`config.mk`:
```
export PLATFORM = sky130hd
export DESIGN_NAME = cpu_clk_ctrl_flat
export DESIGN_NICKNAME = d
export VERILOG_FILES = /design/src/rtl/cpu_clk_ctrl_if.sv /design/src/rtl/cpu_clk_ctrl.sv /design/src/flat_wrapper.sv
export SDC_FILE = /design/constraint.sdc
export NUM_CORES = 1
export LEC_CHECK = 0
export BUFFER_PORTS_ARGS = -buffer_cell sky130_fd_sc_hd__buf_2
export CORE_ASPECT_RATIO = 2
export CORE_UTILIZATION = 25
export DETAILED_ROUTE_END_ITERATION = 7
export GPL_ROUTABILITY_DRIVEN = 1
export PLACE_DENSITY = 0.42
export SLEW_MARGIN = 20
export SYNTH_ARGS = -nofsm -noshare
export SYNTH_HDL_FRONTEND = slang
export SYNTH_SLANG_ARGS = --single-unit
```
`constraint.sdc`:
```
create_clock -name clk -period 4.15 [get_ports clk]
set_input_delay 0.2075 -clock clk [delete_from_list [all_inputs] [get_ports clk]]
set_output_delay 0.2075 -clock clk [all_outputs]
set_load 0.1 [all_outputs]
```
`src/rtl/cpu_clk_ctrl_if.sv`:
```
// Signal bundle between the CPU clock controller and its surroundings:
// raw operator/CPU controls in, sequenced CPU clock and debug status out.
interface cpu_clk_ctrl_if;
  logic        run_sw;
  logic        speed_sw;
  logic        step_btn;
  logic        halt_req;
  logic        clk_cpu;
  logic        cpu_ce;
  logic [31:0] cyc_cnt;
  logic [1:0]  state;

  modport master (
    output run_sw, speed_sw, step_btn, halt_req,
    input  clk_cpu, cpu_ce, cyc_cnt, state
  );

  modport slave (
    input  run_sw, speed_sw, step_btn, halt_req,
    output clk_cpu, cpu_ce, cyc_cnt, state
  );
endinterface

```
`src/rtl/cpu_clk_ctrl.sv`:
```
// Run/step/halt sequencer for the CPU clock: glitch-free 50% clk_cpu plus cpu_ce strobe,
// rate and mode changes applied only on period boundaries.
module cpu_clk_ctrl #(
  parameter int unsigned FAST_PERIOD = 4,
  parameter int unsigned SLOW_PERIOD = 16,
  parameter int unsigned DB_CNT      = 4,
  parameter int unsigned PW          = 26
) (
  input  logic          clk,
  input  logic          rst_n,
  cpu_clk_ctrl_if.slave bus
);

  typedef enum logic [1:0] {
    StHalt = 2'b00,
    StRun  = 2'b01,
    StStep = 2'b10
  } state_e;

  localparam logic [PW-1:0] FastP  = PW'(FAST_PERIOD);
  localparam logic [PW-1:0] SlowP  = PW'(SLOW_PERIOD);
  localparam int unsigned   DbW    = $clog2(DB_CNT + 1);
  localparam logic [DbW-1:0] DbLast = DbW'(DB_CNT - 1);

  logic run_meta_q, run_sync_q;
  logic speed_meta_q, speed_sync_q;
  logic step_meta_q, step_sync_q;

  logic [DbW-1:0] db_cnt_q, db_cnt_d;
  logic           db_level_q, db_level_d;
  logic           db_prev_q;
  logic           step_pulse;

  state_e         state_q, state_d;
  logic [PW-1:0]  phase_q, phase_d;
  logic [PW-1:0]  cur_p_q, cur_p_d;
  logic           halt_pend_q, halt_pend_d;
  logic [31:0]    cyc_q;

  logic           period_end;
  logic [PW-1:0]  sel_p;
  logic           cpu_ce;

  always_ff @(posedge clk or negedge rst_n) begin
    if (!rst_n) begin
      run_meta_q   <= 1'b0;
      run_sync_q   <= 1'b0;
      speed_meta_q <= 1'b0;
      speed_sync_q <= 1'b0;
      step_meta_q  <= 1'b0;
      step_sync_q  <= 1'b0;
      db_cnt_q     <= '0;
      db_level_q   <= 1'b0;
      db_prev_q    <= 1'b0;
    end else begin
      run_meta_q   <= bus.run_sw;
      run_sync_q   <= run_meta_q;
      speed_meta_q <= bus.speed_sw;
      speed_sync_q <= speed_meta_q;
      step_meta_q  <= bus.step_btn;
      step_sync_q  <= step_meta_q;
      db_cnt_q     <= db_cnt_d;
      db_level_q   <= db_level_d;
      db_prev_q    <= db_level_q;
    end
  end

  // Count consecutive samples that disagree with the accepted level; any agreeing
  // sample (i.e. a bounce back) restarts the count.
  always_comb begin
    db_cnt_d   = db_cnt_q;
    db_level_d = db_level_q;
    if (step_sync_q == db_level_q) begin
      db_cnt_d = '0;
    end else if (db_cnt_q == DbLast) begin
      db_cnt_d   = '0;
      db_level_d = step_sync_q;
    end else begin
      db_cnt_d = db_cnt_q + 1'b1;
    end
  end

  assign step_pulse = db_level_q & ~db_prev_q;

  assign period_end = (phase_q == cur_p_q - 1'b1);
  assign sel_p      = speed_sync_q ? SlowP : FastP;

  // A halt request seen at any point of a RUN period stops the clock at that period end.
  always_comb begin
    state_d     = state_q;
    phase_d     = phase_q;
    cur_p_d     = cur_p_q;
    halt_pend_d = 1'b0;
    unique case (state_q)
      StHalt: begin
        phase_d = '0;
        cur_p_d = sel_p;
        if (run_sync_q && !bus.halt_req) begin
          state_d = StRun;
        end else if (step_pulse && !run_sync_q) begin
          state_d = StStep;
        end
      end
      StRun: begin
        if (period_end) begin
          phase_d = '0;
          cur_p_d = sel_p;
          if (!run_sync_q || bus.halt_req || halt_pend_q) begin
            state_d = StHalt;
          end
        end else begin
          phase_d     = phase_q + 1'b1;
          halt_pend_d = halt_pend_q | bus.halt_req;
        end
      end
      StStep: begin
        if (period_end) begin
          phase_d = '0;
          cur_p_d = sel_p;
          state_d = StHalt;
        end else begin
          phase_d = phase_q + 1'b1;
        end
      end
      default: begin
        state_d = StHalt;
        phase_d = '0;
      end
    endcase
  end

  always_ff @(posedge clk or negedge rst_n) begin
    if (!rst_n) begin
      state_q     <= StHalt;
      phase_q     <= '0;
      cur_p_q     <= FastP;
      halt_pend_q <= 1'b0;
      cyc_q       <= '0;
    end else begin
      state_q     <= state_d;
      phase_q     <= phase_d;
      cur_p_q     <= cur_p_d;
      halt_pend_q <= halt_pend_d;
      cyc_q       <= cyc_q + {31'b0, cpu_ce};
    end
  end

  assign cpu_ce      = (state_q != StHalt) && (phase_q == '0);
  assign bus.cpu_ce  = cpu_ce;
  assign bus.clk_cpu = (state_q != StHalt) && (phase_q < (cur_p_q >> 1));
  assign bus.cyc_cnt = cyc_q;
  assign bus.state   = state_q;

endmodule
```
`src/flat_wrapper.sv`:
```
// flat-port wrapper written by rule: the top's interface ports become plain ports
module cpu_clk_ctrl_flat 
#(
  parameter int unsigned FAST_PERIOD = 4,
  parameter int unsigned SLOW_PERIOD = 16,
  parameter int unsigned DB_CNT      = 4,
  parameter int unsigned PW          = 26
)
  (clk, rst_n, bus_run_sw, bus_speed_sw, bus_step_btn, bus_halt_req, bus_clk_cpu, bus_cpu_ce, bus_cyc_cnt, bus_state);
  cpu_clk_ctrl_if bus_i ();
  input  logic clk;
  input  logic rst_n;
  input wire logic [$bits(bus_i.run_sw)-1:0] bus_run_sw;
  input wire logic [$bits(bus_i.speed_sw)-1:0] bus_speed_sw;
  input wire logic [$bits(bus_i.step_btn)-1:0] bus_step_btn;
  input wire logic [$bits(bus_i.halt_req)-1:0] bus_halt_req;
  output wire logic [$bits(bus_i.clk_cpu)-1:0] bus_clk_cpu;
  output wire logic [$bits(bus_i.cpu_ce)-1:0] bus_cpu_ce;
  output wire logic [$bits(bus_i.cyc_cnt)-1:0] bus_cyc_cnt;
  output wire logic [$bits(bus_i.state)-1:0] bus_state;
  assign bus_i.run_sw = bus_run_sw;
  assign bus_i.speed_sw = bus_speed_sw;
  assign bus_i.step_btn = bus_step_btn;
  assign bus_i.halt_req = bus_halt_req;
  assign bus_clk_cpu = bus_i.clk_cpu;
  assign bus_cpu_ce = bus_i.cpu_ce;
  assign bus_cyc_cnt = bus_i.cyc_cnt;
  assign bus_state = bus_i.state;
  cpu_clk_ctrl #(.FAST_PERIOD(FAST_PERIOD), .SLOW_PERIOD(SLOW_PERIOD), .DB_CNT(DB_CNT), .PW(PW)) u_core (.clk(clk), .rst_n(rst_n), .bus(bus_i));
endmodule
```
==> results.cfg <==
[status]
status = finished, final reports clean

[grt]
grt_pass1_wl_um = 13400
antenna_found_initial = 0
grt_pass1_vias = 2666
grt_overflow = 0
grt_max_degree = 75
grt_use_total = 0.121

[job]
drv_cap = 0

[sta]
worst_slack_ns = 0.871
setup_viol = 0
rsz0062_at_grt = false
max_freq_mhz = 305
hold_viol = 0
finalSetupTns_ns = 0
skew_ns = 0.00689
slew_headroom = 0.363
holdWs_ns = 0.0126
tightest_slew_ns = 0.956
post-route-min-period_ns = 3.28
fin_crit_sh = 0.790
slew_violations = 0

[worst_hold_path]
hp-class = in -> async

[drt]
wl_met1_um = 3010
routed_via_density = 4.46
wl_met2_um = 4600
totalWireLength_um = 8000
drtPass1Iterations = 4
num_vias = 2564
highest_layer = met4
met3_length_um = 227
wl_per_cell_um = 13.9
drt_iter0_markers = 108
drtAntennaViolNets = 0
drc_errors = 0

[finish]
multi_input_area_mm2 = 0.00163
stdcell_area_mm2 = 0.00435
final_util = 0.315
final-seq-area_mm2 = 0.00186
drive_above_1_share = 0.194
layoutNonFillerInstCount = 575
nNetsFinal = 397
area_delta_synth_final_pct = 23.3
diodes = 0
fill_cells = 1429

[critical_path]
critPathCaptureType = flip-flop
cp.arrival_ns = 3.50
timing.rr.start = u_core.phase_q[16]
slowest_stage = or4_1
critPathLaunchType = flip-flop
cp_common_cell = nand4_1
worstSetupPathType = reg -> reg
startpoint = u_core.phase_q[16]
critPathMaxStageDelay_ns = 0.54
crit_chain = or4_1 -> nor4_1 -> nand4_1 -> nor4b_4 -> ha_2 -> ha_1 -> nand3_2 -> nor3_4 -> and3_4 -> nand4_1 -> xnor2_1
worstPathMaxFanout = 6
worstPathRequired_ns = 4.37

[clock_network]
clkTransAtPathRegs_ns = 0.06
clk_path_buf_depth = 2
clk_latency_ns = 0.33
cts_sinks = 74
root_buffer = clkbuf_16
htreeDepth = 3
cts_tree = built
numCtsBuffers = 9

[logic_synthesis]
async_reset_ff_frac = 1.00
synth-edff-count = 0
syn_area_per_cell_um2 = 10.6
synthCells = 332
ys_types = 41
synth_area_mm2 = 0.00353
synthesis.nets = 348
synth_ff_type = dfrtp_1
yosysWarnings = 0
ys_seq_area_frac = 0.525
ys_seq_elements = 74

[pwr]
total_power_mw = 1.64
powerDensity_mw_per_mm2 = 378
p_leak_nw = 2.03
peakVddDrop_uv = 194

[place]
pre_cts_ws_ns = 0.823
routabilityCongestion = 0.783
portBuffers = 41
postPlaceCellArea_mm2 = 0.00399
dp.final_hpwl_um = 5860
post-place-cells = 556

[die]
start_util = 0.255
dieArea_mm2 = 0.0146
die_h_um = 170
core-area_mm2 = 0.0138
ioPinCount = 42
die_w_um = 86.0
num_rows = 61
sequential cells by signal, indices dropped and copies added, names as in the netlist:
signal	cells
u_core.bus.cyc_cnt	32
u_core.phase_q	26
u_core.db_cnt_q	3
u_core.bus.state	2
u_core.cur_p_q	2
u_core.db_level_q	1
u_core.db_prev_q	1
u_core.halt_pend_q	1
u_core.run_meta_q	1
u_core.run_sync_q	1
u_core.speed_meta_q	1
u_core.speed_sync_q	1
u_core.step_meta_q	1
u_core.step_sync_q	1
cell type report:
cell class	instances	share of cell area
clock buffer	9	0.0518
clock inverter	7	0.0233
inverter	15	0.0129
multi-input combinational	236	0.374
sequential	74	0.428
tap	189	0.0544
timing repair buffer	45	0.0564
kinds of logic (layout without fill, tap and decap cells):
kind of cell | after synthesis | count (layout) | share of synthesized area
buffers and inverters | 22 | 76 | 0.0262
AO/OA/AOI/OAI | 11 | 11 | 0.0273
multiplexers | 4 | 4 | 0.0131
adder cells (fa/ha/maj) | 10 | 10 | 0.0355
flip-flops | 74 | 74 | 0.525
XOR/XNOR | 56 | 56 | 0.139
AND/OR/NAND/NOR | 155 | 155 | 0.233
Yosys cell counts, drive strengths merged, types with 2 or more instances:
library cell / n / area share
a221oi: 2 / 0.0050
and2: 2 / 0.0035
and3: 10 / 0.018
and4: 4 / 0.0099
buf: 3 / 0.0060
clkbuf: 4 / 0.0043
dfrtp: 73 / 0.52
ha: 10 / 0.035
inv: 15 / 0.016
mux2: 2 / 0.0074
mux2i: 2 / 0.0057
nand2: 23 / 0.024
nand3: 19 / 0.027
nand4: 15 / 0.031
nor2: 39 / 0.042
nor2b: 2 / 0.0035
nor3: 12 / 0.017
nor3b: 4 / 0.0085
nor4: 12 / 0.021
or2: 2 / 0.0035
or4: 6 / 0.013
xnor2: 40 / 0.099
xor2: 16 / 0.040
worst max-delay path, delay by kind of cell, from the launching register on:
family	cells	cell delay, ns
adder cells (fa/ha/maj)	2	0.43
flip-flops	1	0.46
XOR/XNOR	1	0.14
AND/OR/NAND/NOR	8	2.13
cells in the final DEF, fill, tap and decap left out, types with 3 or more instances in the layout:
cell           synthesis  layout
ha_1                  10       9
inv_1                 15      14
xnor2_1               40      40
nor4_1                12      12
buf_2                  2      40
and3_1                10       9
nor2_1                39      39
and4_1                 4       4
nand4_1               14      14
nor3b_1                4       4
clkbuf_16              0       9
nand2_1               23      23
nand3_1               19      18
dfrtp_1               73      71
or4_1                  6       6
xor2_1                16      16
nor3_1                12      10
dlygate4sd3_1          0       3
where the power goes:
group	total (mW)	leakage, nW	internal (mW)	switching [mW]
Clock	0.842	0.153	0.531	0.311
Sequential	0.753	0.984	0.742	0.0109
Combinational	0.0500	0.893	0.0223	0.0277
Total	1.64	2.03	1.30	0.349
worst paths after layout:
check,cells after the start,slack (ns),end
min reg2reg,0,0.35,u_core.speed_sync_q
min in group clk,2,0.19,u_core.halt_pend_q
min,1,0.01,u_core.step_meta_q
max,11,0.87,u_core.bus.cyc_cnt[14]
max in group asynchronous,1,3.39,u_core.bus.state[0]
max reg2reg,11,0.87,u_core.bus.cyc_cnt[14]
routing by layer:
metal | global-route usage | vias to the layer above
li1 | - | 1255
met1 | 0.120 | 1257
met2 | 0.228 | 42
met3 | 0.0325 | 10
met4 | 0.0529 | 0
met5 | 0 | -
timing repair:
item	CTS	global route
endpoints found under the hold margin	3	0
hold buffers	3	0
gates resized for setup	0	0
setup buffers	0	0
(Power assumes the default switching activity.)
